### config.mk
export PLATFORM = sky130hd
export DESIGN_NAME = prog_uart_rx
export DESIGN_NICKNAME = d
export VERILOG_FILES = /design/src/rtl/prog_uart_pkg.sv /design/src/rtl/sync_2ff.sv /design/src/rtl/prog_uart_rx.sv
export SDC_FILE = /design/constraint.sdc
export NUM_CORES = 1
export LEC_CHECK = 0
export BUFFER_PORTS_ARGS = -buffer_cell sky130_fd_sc_hd__buf_2
export CAP_MARGIN = 40
export CELL_PAD_IN_SITES_DETAIL_PLACEMENT = 1
export CELL_PAD_IN_SITES_GLOBAL_PLACEMENT = 1
export CORE_ASPECT_RATIO = 1.2
export CORE_MARGIN = 2
export CORE_UTILIZATION = 25
export CTS_CLUSTER_DIAMETER = 80
export DETAILED_ROUTE_END_ITERATION = 10
export PLACE_DENSITY = 0.51
export SYNTH_ARGS = -nofsm -noshare
export SYNTH_HDL_FRONTEND = slang
export SYNTH_HIERARCHICAL = 1
export SYNTH_SLANG_ARGS = --single-unit
### constraint.sdc
create_clock -name clk_i -period 10.8 [get_ports clk_i]
set_input_delay 1.62 -clock clk_i [delete_from_list [all_inputs] [get_ports clk_i]]
set_output_delay 1.62 -clock clk_i [all_outputs]
set_load 0.01 [all_outputs]
### src/rtl/prog_uart_pkg.sv
// ============================================================================
// prog_uart_pkg : shared types and constants for the program-load UART
// Revision 1.0
// ============================================================================
`default_nettype none

package prog_uart_pkg;

  localparam int UART_DATA_BITS = 8;
  localparam int CPB_W          = 16;

  typedef enum logic [2:0] {
    IDLE    = 3'd0,
    START   = 3'd1,
    DATA    = 3'd2,
    STOP    = 3'd3,
    CLEANUP = 3'd4
  } uart_rx_state_e;

endpackage

`default_nettype wire

### src/rtl/sync_2ff.sv
// ============================================================================
// sync_2ff : two-flop synchronizer for a single asynchronous input bit
// Revision 1.0
// ============================================================================
`default_nettype none

module sync_2ff #(
  parameter logic RESET_VAL = 1'b0
) (
  input  logic clk_i,
  input  logic rst_ni,
  input  logic d_i,
  output logic q_o
);

  logic r_meta;
  logic r_sync;

  always_ff @(posedge clk_i or negedge rst_ni) begin
    if (!rst_ni) begin
      r_meta <= RESET_VAL;
      r_sync <= RESET_VAL;
    end else begin
      r_meta <= d_i;
      r_sync <= r_meta;
    end
  end

  assign q_o = r_sync;

endmodule

`default_nettype wire

### src/rtl/prog_uart_rx.sv
// ============================================================================
// prog_uart_rx : 8N1 UART receiver with run-time bit period, start-bit glitch
//                rejection and stop-bit framing check
// Revision 1.0
// ============================================================================
`default_nettype none

module prog_uart_rx #(
  parameter int CPB_W   = prog_uart_pkg::CPB_W,
  parameter int MIN_CPB = 4
) (
  input  logic             clk_i,
  input  logic             rst_ni,
  input  logic             rx_i,
  input  logic [CPB_W-1:0] clks_per_bit_i,
  output logic             rx_dv_o,
  output logic [7:0]       rx_byte_o,
  output logic             frame_err_o,
  output logic             busy_o
);

  import prog_uart_pkg::*;

  localparam logic [CPB_W-1:0] C_MIN_CPB = CPB_W'(MIN_CPB);
  localparam logic [CPB_W-1:0] C_ONE     = CPB_W'(1);

  uart_rx_state_e            r_state;
  uart_rx_state_e            w_next_state;
  logic [CPB_W-1:0]          r_clk_cnt;
  logic [CPB_W-1:0]          r_cpb;
  logic [2:0]                r_bit_idx;
  logic [UART_DATA_BITS-1:0] r_shift;

  logic             w_rx_s;
  logic [CPB_W-1:0] w_cpb_clamp;
  logic [CPB_W-1:0] w_last;
  logic [CPB_W-1:0] w_half;
  logic             w_mid_tick;
  logic             w_bit_tick;

  sync_2ff #(
    .RESET_VAL (1'b1)
  ) u_sync (
    .clk_i  (clk_i),
    .rst_ni (rst_ni),
    .d_i    (rx_i),
    .q_o    (w_rx_s)
  );

  assign w_cpb_clamp = (clks_per_bit_i < C_MIN_CPB) ? C_MIN_CPB : clks_per_bit_i;
  assign w_last      = r_cpb - C_ONE;
  assign w_half      = w_last >> 1;
  assign w_mid_tick  = (r_clk_cnt == w_half);
  assign w_bit_tick  = (r_clk_cnt == w_last);

  always_ff @(posedge clk_i or negedge rst_ni) begin
    if (!rst_ni) begin
      r_state <= IDLE;
    end else begin
      r_state <= w_next_state;
    end
  end

  always_comb begin
    w_next_state = r_state;
    case (r_state)
      IDLE:    if (!w_rx_s) w_next_state = START;
      // A line back high at mid start bit was only a glitch.
      START:   if (w_mid_tick) w_next_state = w_rx_s ? IDLE : DATA;
      DATA:    if (w_bit_tick && (r_bit_idx == 3'd7)) w_next_state = STOP;
      STOP:    if (w_bit_tick) w_next_state = CLEANUP;
      CLEANUP: w_next_state = IDLE;
      default: w_next_state = IDLE;
    endcase
  end

  always_comb begin
    busy_o = (r_state != IDLE);
  end

  always_ff @(posedge clk_i or negedge rst_ni) begin
    if (!rst_ni) begin
      r_clk_cnt   <= '0;
      r_cpb       <= C_MIN_CPB;
      r_bit_idx   <= 3'd0;
      r_shift     <= '0;
      rx_dv_o     <= 1'b0;
      frame_err_o <= 1'b0;
      rx_byte_o   <= 8'h00;
    end else begin
      rx_dv_o     <= 1'b0;
      frame_err_o <= 1'b0;
      case (r_state)
        IDLE: begin
          r_clk_cnt <= '0;
          // The bit period is frozen for the whole frame at its start edge.
          if (!w_rx_s) r_cpb <= w_cpb_clamp;
        end
        START: begin
          if (w_mid_tick) begin
            r_clk_cnt <= '0;
            r_bit_idx <= 3'd0;
          end else begin
            r_clk_cnt <= r_clk_cnt + C_ONE;
          end
        end
        DATA: begin
          if (w_bit_tick) begin
            r_shift[r_bit_idx] <= w_rx_s;
            r_clk_cnt          <= '0;
            r_bit_idx          <= (r_bit_idx == 3'd7) ? 3'd0 : r_bit_idx + 3'd1;
          end else begin
            r_clk_cnt <= r_clk_cnt + C_ONE;
          end
        end
        STOP: begin
          if (w_bit_tick) begin
            r_clk_cnt <= '0;
            if (w_rx_s) begin
              rx_byte_o <= r_shift;
              rx_dv_o   <= 1'b1;
            end else begin
              frame_err_o <= 1'b1;
            end
          end else begin
            r_clk_cnt <= r_clk_cnt + C_ONE;
          end
        end
        CLEANUP: r_clk_cnt <= '0;
        default: r_clk_cnt <= '0;
      endcase
    end
  end

endmodule

`default_nettype wire

# Yosys cells after proc, flatten, opt, wreduce, memory -nomap -nowiden
# Index checks and enable logic that the tools add are counted.
[totals]
reg_bits = 58
inputBits = 19
output_inout_bits = 11
word_cells = 62
[classes]
addsub = 3
n_lt_le_gt_ge = 3
eq_ne = 11
n_mux = 23
bitwise_logic = 1
reduce_logical = 11
[ops]
columns = ["cell", "count"]
rows = [
  ["two-way mux 16 bit", 3],
  ["case mux 16 bit (2 select lines)", 1],
  ["two-way mux 3 bit", 7],
  ["adder 16 x 1 -> 16 bit (second input constant)", 1],
  ["equality test 16 x 15 -> 1 bit", 1],
  ["equality test 16 bit", 1],
  ["less-than comparator 16 x 3 -> 1 bit (second input constant)", 1],
  ["subtractor 16 x 1 -> 16 bit (second input constant)", 1],
  ["case mux 3 bit (4 select lines)", 1],
  ["inequality test 2 bit (second input constant)", 5],
  ["bitwise mux 8 bit", 1],
  ["two-way mux 1 bit", 7],
  ["equality test 3 x 2 -> 1 bit (second input constant)", 2],
  ["case mux 3 bit (2 select lines)", 1],
  ["AND reduction 3 bit", 2],
  ["less-than comparator 3 x 4 -> 1 bit (second input constant)", 1],
  ["AND reduction 2 bit", 2],
  ["AND reduction 4 bit", 1],
  ["adder 3 x 1 -> 3 bit (second input constant)", 1],
  ["demux 1 bit (select 3 bit)", 1],
  ["equality test 3 x 1 -> 1 bit (second input constant)", 1],
  ["equality test 3 bit (second input constant)", 1],
  ["greater-or-equal comparator 3 x 1 -> 1 bit (second input constant)", 1],
  ["logical NOT 3 bit", 1],
  ["other kinds (6)", 7],
]

# Depth between registers and ports, before layout
# Gate-level depths: netlist (run 1).
[logic_depth]
ltp_word = 5
mapped_depth = 13
mapped_depth_nobuf = 10

# By module
# The synthesis (run 1) kept the hierarchy.
[modules_own_cells]
columns = ["mod", "n_inst", "cells_each", "area_each_um2", "seq_area_each_um2"]
rows = [
  ["prog_uart_rx", 1, 395, 3833.7, 1402.6],
  ["sync_2ff", 1, 2, 52.6, 52.6],
]

# Worst setup path after synthesis (run 1)
# OpenSTA, ideal clock, no wires.
[synth_path]
kind = "reg-to-reg"
from = "register r_cpb[0]"
to = "register rx_byte_o[0]"
setup_time_ns = 0.125
t_arrival_ns = 3.330
t_required_ns = 10.675
path_slack_ns = 7.345
stages_incl_launch_ff = 13
n_path_buf = 2
synth_period_minus_slack_ns = 3.455
path_cell_list = "dfrtp_1 inv_1 ha_1 buf_2 or3b_2 clkbuf_1 nor4_2 xnor2_1 xnor2_1 nor4_1 and3_4 nand4_4 mux2_4"
[synth_via]
elab_chain_cells = 3
[synth_rtl]
columns = ["item", "line_no", "text"]
rows = [
  ["start: declaration", "prog_uart_rx.sv:30", "logic [CPB_W-1:0] r_cpb;"],
  ["start signal: assignment", "prog_uart_rx.sv:97", "if (!w_rx_s) r_cpb <= w_cpb_clamp;"],
  ["subtractor 16 x 1 -> 16 bit", "prog_uart_rx.sv:51", "assign w_last = r_cpb - C_ONE;"],
  ["equality test 16 bit", "prog_uart_rx.sv:54", "assign w_bit_tick = (r_clk_cnt == w_last);"],
  ["AND reduction 3 bit (no source line)", "n/a", ""],
  ["end signal: assignment", "prog_uart_rx.sv:120", "rx_byte_o <= r_shift;"],
  ["end: declaration", "prog_uart_rx.sv:17", "output logic [7:0] rx_byte_o,"],
]
# No other way between the ends.
# A chain may end at the register's enable or synchronous reset.

# Final worst setup path (run 1)
[layout_path]
from = "register r_cpb[0]"
to = "register rx_byte_o[4]"
# The elaborated chain is that of the path after synthesis.

==> flow_metrics.tcl, run 1 <==
set metrics [dict create \
    crit_path_end_kind "register" \
    fin_skew_ps 6.23 \
    rsz0062_at_grt "false" \
    viasPerCell 4.85 \
    die_w_um 118 \
    leakage_nw 1.80 \
    worst-path-max-fanout 12 \
    grt_pass1_vias 3080 \
    cts_made_buffers 9 \
    antenna_found_initial 0 \
    finalWorstSetupSlack_ps 6990 \
    nFillCells 1760 \
    post-cts-setup-buffers 0 \
    cts_max_level 3 \
    hold_path.class "reg2reg" \
    area_growth_pct 14.3 \
    drive_gt1_share_pct 22.3 \
    worst_slew_pin_slew_ps 859 \
    combinationalPowerShare_pct 14.2 \
    reg2reg_depth 10 \
    cp.required_ps 11030 \
    fmax_ghz 0.262 \
    switching_share_pct 28.8 \
    regArea_sq_mm 0.00146 \
    path_class "reg2reg" \
    syn-num-nets 420 \
    maxCapViolations 0 \
    synth_top_area_share_pct 35.4 \
    place_congestion 0.825 \
    power_mw 0.681 \
    final_area_sq_mm 0.00444 \
    drt_pass1_iterations 4 \
    dp.final_hpwl_um 7920 \
    grt_max_degree 59 \
    netlist_area_sq_mm 0.00389 \
    syn-mean-instance-area_sq_um 9.79 \
    p_per_area_mw_per_mm2 153 \
    setup_viol 0 \
    core-area_sq_mm 0.0151 \
    wl_per_cell_um 16.8 \
    async_flop_share_pct 100 \
    fp.dieArea_sq_mm 0.0166 \
    yosys.area.top_type "dfrtp_1" \
    synth.area.top_cells "dfrtp_1, xnor2_1, mux2_4" \
    hold_ws_ps 355 \
    cts_hold_buf 0 \
    drtIter0Drc 104 \
    num_vias 2968 \
    ys_ff_latch 58 \
    dominantRegCellSynth "dfrtp_1" \
    peakVddDrop_v 0.000104 \
    p_sw_mw 0.196 \
    multi_input_area_sq_mm 0.00218 \
    synth_edf_count 0 \
    grt_pass1_wl_um 16800 \
    rows 49 \
    cts.sinks 58 \
    layout.nets 426 \
    slew_headroom_pct 42.2 \
    drc_errors 0 \
    clockPowerShare_pct 45.8 \
    clockRootBuffer "clkbuf_16" \
    status "finished, final reports clean" \
    cts_max_path_buffers 2 \
    finalCritPeriodShare_pct 35.3 \
    ys_seq_area_share_pct 37.4 \
    clk_latency_ps 340 \
    ctsResizeCount 0 \
    ant_nets 0 \
    yosysWarnings 6 \
    cts_tree "built" \
    place_area_sq_mm 0.00412 \
    internal_power_mw 0.485 \
    drt-total-wl_um 10300 \
    power_frac_seq_pct 40.0 \
    path_clk_slew_ps 60 \
    io_buffers 29 \
    track_usage_pct 13.0 \
    drv_slew 0 \
    ios 30 \
    min_period_ps 3810 \
    chipHeight_um 141 \
    worstPathArrival_ps 4040 \
    setup_tns_ps 0 \
    worstHoldPathCells 0 \
    syn-instance-count 397 \
    cp-start-kind "register" \
    start_util_pct 25.8 \
    synth_cell_types 70 \
    post-place-ws_ps 6990 \
    gr-total-overflow 0 \
    diodes 0 \
    hold_violations 0 \
]
-- state kept, by name, indices dropped and copies added (netlist names) --
| name | count |
|---|---|
| u_sync/r_meta | 1 |
| r_state | 3 |
| rx_dv_o | 1 |
| rx_byte_o | 8 |
| r_cpb | 16 |
| r_bit_idx | 3 |
| r_clk_cnt | 16 |
| u_sync/q_o | 1 |
| frame_err_o | 1 |
| r_shift | 8 |
-- metal layers --
layer  GRT usage (%)  wire length (um)  vias up  part of all wire (%)
li1                -                 -     1427                     -
met1            15.4              4510     1501                    44
met2            22.9              5400       26                    53
met3            3.52               226       14                   2.2
met4            3.99               142        0                   1.4
met5               0                 0        -                     0
-- power groups by stage --
stage          Clock, mW  Combinational [mW]  Sequential (mW)
2_1_floorplan          0               0.105            0.241
3_3_place_gp           0              0.0962            0.276
3_5_place_dp           0              0.0978            0.278
4_1_cts            0.321              0.0985            0.274
5_1_grt            0.331               0.107            0.278
6_report           0.312              0.0968            0.272
-- cell type report --
type / count / share of cell area [%]
clock inverters: 7 / 2.31
flip-flops and latches: 58 / 32.8
repair buffers: 31 / 3.60
inverters: 18 / 1.52
well taps: 204 / 5.74
clock buffers: 9 / 5.07
multi-input cells: 285 / 49.0
-- cell usage after synthesis (all sizes together), types with 3 or more instances --
master	count
inv	17
and3	8
dfstp	3
a21oi	10
nand4	18
clkbuf	21
nand3b	3
mux2i	4
nor2b	8
o21ai	9
and2	15
or3	3
nor3	6
ha	4
xor2	13
or4	6
nand2b	5
nor2	21
a211oi	5
xnor2	33
dfrtp	55
buf	15
or2	3
nand3	13
a2111oi	4
mux2	24
o22ai	3
nor4	16
nand2	20
-- critical path, cell delays in order, from the launching register on --
cell and delay, ps:
dfrtp_1 420, inv_1 100, ha_1 320, or3b_2 630, nor4_2 480, xnor2_1 130
xnor2_1 140, nor4_1 500, and3_4 370, nand4_4 240, mux2_4 370
-- stage by stage --
step | util (%) | cells
floorplan | - | 397
global placement | 27.3 | 596
detailed placement | 27.3 | 596
CTS | 29.5 | 612
global route | 29.5 | 612
finish | 29.5 | 612
-- placed cells by master, fill, tap and decap left out, types with 9 or more instances in the layout --
cell type	netlist	routed
and2_1	15	15
nor4_1	12	12
buf_2	8	29
nand3_1	13	13
xor2_1	13	13
nor2_1	21	21
nand2_1	20	20
clkbuf_16	0	9
inv_1	17	17
dfrtp_1	55	55
nand4_1	17	17
xnor2_1	33	33
-- logic make-up after synthesis --
| family | share of synthesized area (%) |
|---|---|
| and+or+nand+nor | 24.0 |
| DFF | 37.4 |
| AOI/OAI and AO/OA | 11.6 |
| buffers and inverters | 6.54 |
| xor gates and xnor gates | 10.4 |
| muxes | 8.76 |
| adders and majority gates | 1.29 |
-- worst paths after layout --
path                                from           end  slack (ps)
min                        u_sync/r_meta    u_sync/q_o         360
max                             r_cpb[0]  rx_byte_o[4]        6990
min in group asynchronous         rst_ni  rx_byte_o[2]        1430
min reg2reg                u_sync/r_meta    u_sync/q_o         360
max reg2reg                     r_cpb[0]  rx_byte_o[4]        6990
max in group asynchronous         rst_ni      r_cpb[7]        8870
Note: power is estimated with default switching activity, not from simulation.
==> run 2, diff against run 1 <==
- clock period: 10.8 -> 3.9 ns (I/O delays scaled with it)
==> flow_metrics.tcl, run 2 (synthesized netlist as in run 1, its figures left out) <==
set metrics [dict create \
    worstPathArrival_ps 3800 \
    met3_length_um 261 \
    rows 49 \
    crit_path_end_kind "register" \
    cp-start-kind "register" \
    ant_nets 0 \
    clk_latency_ps 330 \
    die_w_um 118 \
    worst-path-max-fanout 12 \
    wl_met1_um 4630 \
    drt-total-wl_um 10500 \
    drtIter0Drc 129 \
    status "finished, final reports clean" \
    path_clk_slew_ps 50 \
    peakVddDrop_v 0.000184 \
    start_util_pct 25.8 \
    gr-total-overflow 0 \
    layout.nets 436 \
    worst_slew_pin_slew_ps 801 \
    final_common_cell "dfrtp_1" \
    min_period_ps 3590 \
    maxCapViolations 0 \
    io_buffers 29 \
    cts_max_level 3 \
    track_usage_pct 13.3 \
    rrSetupSlack_ps 310 \
    top_layer "met4" \
    placed_cells 605 \
    fp.dieArea_sq_mm 0.0166 \
    fin_cells 622 \
    reg2reg_depth 10 \
    finalCritPeriodShare_pct 92.0 \
    fin_skew_ps 4.27 \
    slew_headroom_pct 46.1 \
    rsz0062_at_grt "false" \
    setup_tns_ps 0 \
    antenna_found_initial 0 \
    drv_slew 0 \
    cts_max_path_buffers 2 \
    grt_pass1_wl_um 17300 \
    drc_errors 0 \
    drive_gt1_share_pct 24.2 \
    area_growth_pct 16.4 \
    cp.required_ps 4120 \
    path_class "reg2reg" \
    grt_max_degree 29 \
    nFillCells 1785 \
    dp.final_hpwl_um 8200 \
    num_vias 2991 \
    drt_pass1_iterations 4 \
    ios 30 \
    reg_top3 "r_clk_cnt (16), r_cpb (16)" \
    leakage_nw 1.85 \
    rr_endpoint "rx_byte_o[6]" \
    grt_pass1_vias 3119 \
    hold_violations 0 \
    layout_common_cells "dfrtp_1, xnor2_1, buf_2, nor2_1, nand2_1" \
    setup_viol 0 \
    core-area_sq_mm 0.0151 \
    routed-wl-met2_um 5540 \
    cts_tree "built" \
    wl_per_cell_um 17.0 \
    hold_path.class "in2async" \
    chipHeight_um 141 \
    fmax_ghz 0.279 \
    p_per_area_mw_per_mm2 408 \
    place_congestion 0.784 \
    viasPerCell 4.81 \
    clockRootBuffer "clkbuf_16" \
    cts_made_buffers 9 \
    cts.sinks 58 \
    r2r_start "r_cpb[0]" \
    diodes 0 \
]
-- run 2: cell types whose count changed in the layout (fill, tap and decap cells not counted), sizes merged --
cell,previous run,this run
inv,18,17
clkbuf,9,12
buf,31,41
clkinv,4,2
clkinvlp,1,2
bufinv,2,1
-- run 2: timing repair --
action | 4_1_cts | 5_1_grt
hold buffers | 0 | 0
resized for setup | 0 | 2
hold endpoints to repair | 0 | 0
setup endpoints to repair | 0 | 17
setup buffers | 0 | 1
-- run 2: area by class of cell --
cell class                      count  area [sq um]  area share (%)
Tap cell                          204           255            5.64
Clock buffer                       12           256            5.67
Multi-Input combinational cell    285          2190            48.4
Timing Repair Buffer               41           248            5.48
Sequential cell                    58          1460            32.2
Clock inverter                      4          50.0            1.11
Inverter                           18          67.6            1.49
-- run 2: metrics by stage --
step	setup WS [ps]	instance area, sq um	util, %	total power [mW]	hold WS [ps]
after global placement	265	4180	27.7	1.04	347
final	313	4520	30.0	1.84	191
after floorplan	445	3890	-	0.957	289
after detailed placement	169	4200	27.8	1.05	349
after CTS	158	4500	29.8	1.87	198
after global routing	12.5	4520	30.0	1.95	221
-- run 2: critical path: stages (launching register included) --
cell and delay [ps]:
dfrtp_1 430, inv_1 110, ha_1 320, or3b_2 630, nor4_2 370, xnor2_1 170
xnor2_1 100, nor4_2 390, and3_4 340, nand4_4 230, mux2_4 370
-- run 2: power breakdown --
| group | switching (mW) | internal, mW | total (mW) |
|---|---|---|---|
| logic | 0.145 | 0.143 | 0.288 |
| clock network | 0.280 | 0.528 | 0.807 |
| registers | 0.106 | 0.643 | 0.749 |
-- run 2: how the worst max path moves through the flow --
stage | end | start | slack, ps
final | rx_byte_o[6] | r_cpb[0] | 310
after CTS | rx_byte_o[7] | r_cpb[0] | 160
after global routing | rx_byte_o[6] | r_cpb[0] | 10
after global placement | rx_byte_o[7] | r_cpb[0] | 260
after floorplan | rx_byte_o[0] | r_cpb[0] | 440
after detailed placement | rx_byte_o[7] | r_cpb[0] | 170
-- run 2: layer usage --
layer / track usage, % / up-vias
met4: 3.80 / 0
met1: 16.3 / 1504
met2: 23.4 / 34
met3: 3.03 / 8
li1: - / 1445
met5: 0 / -
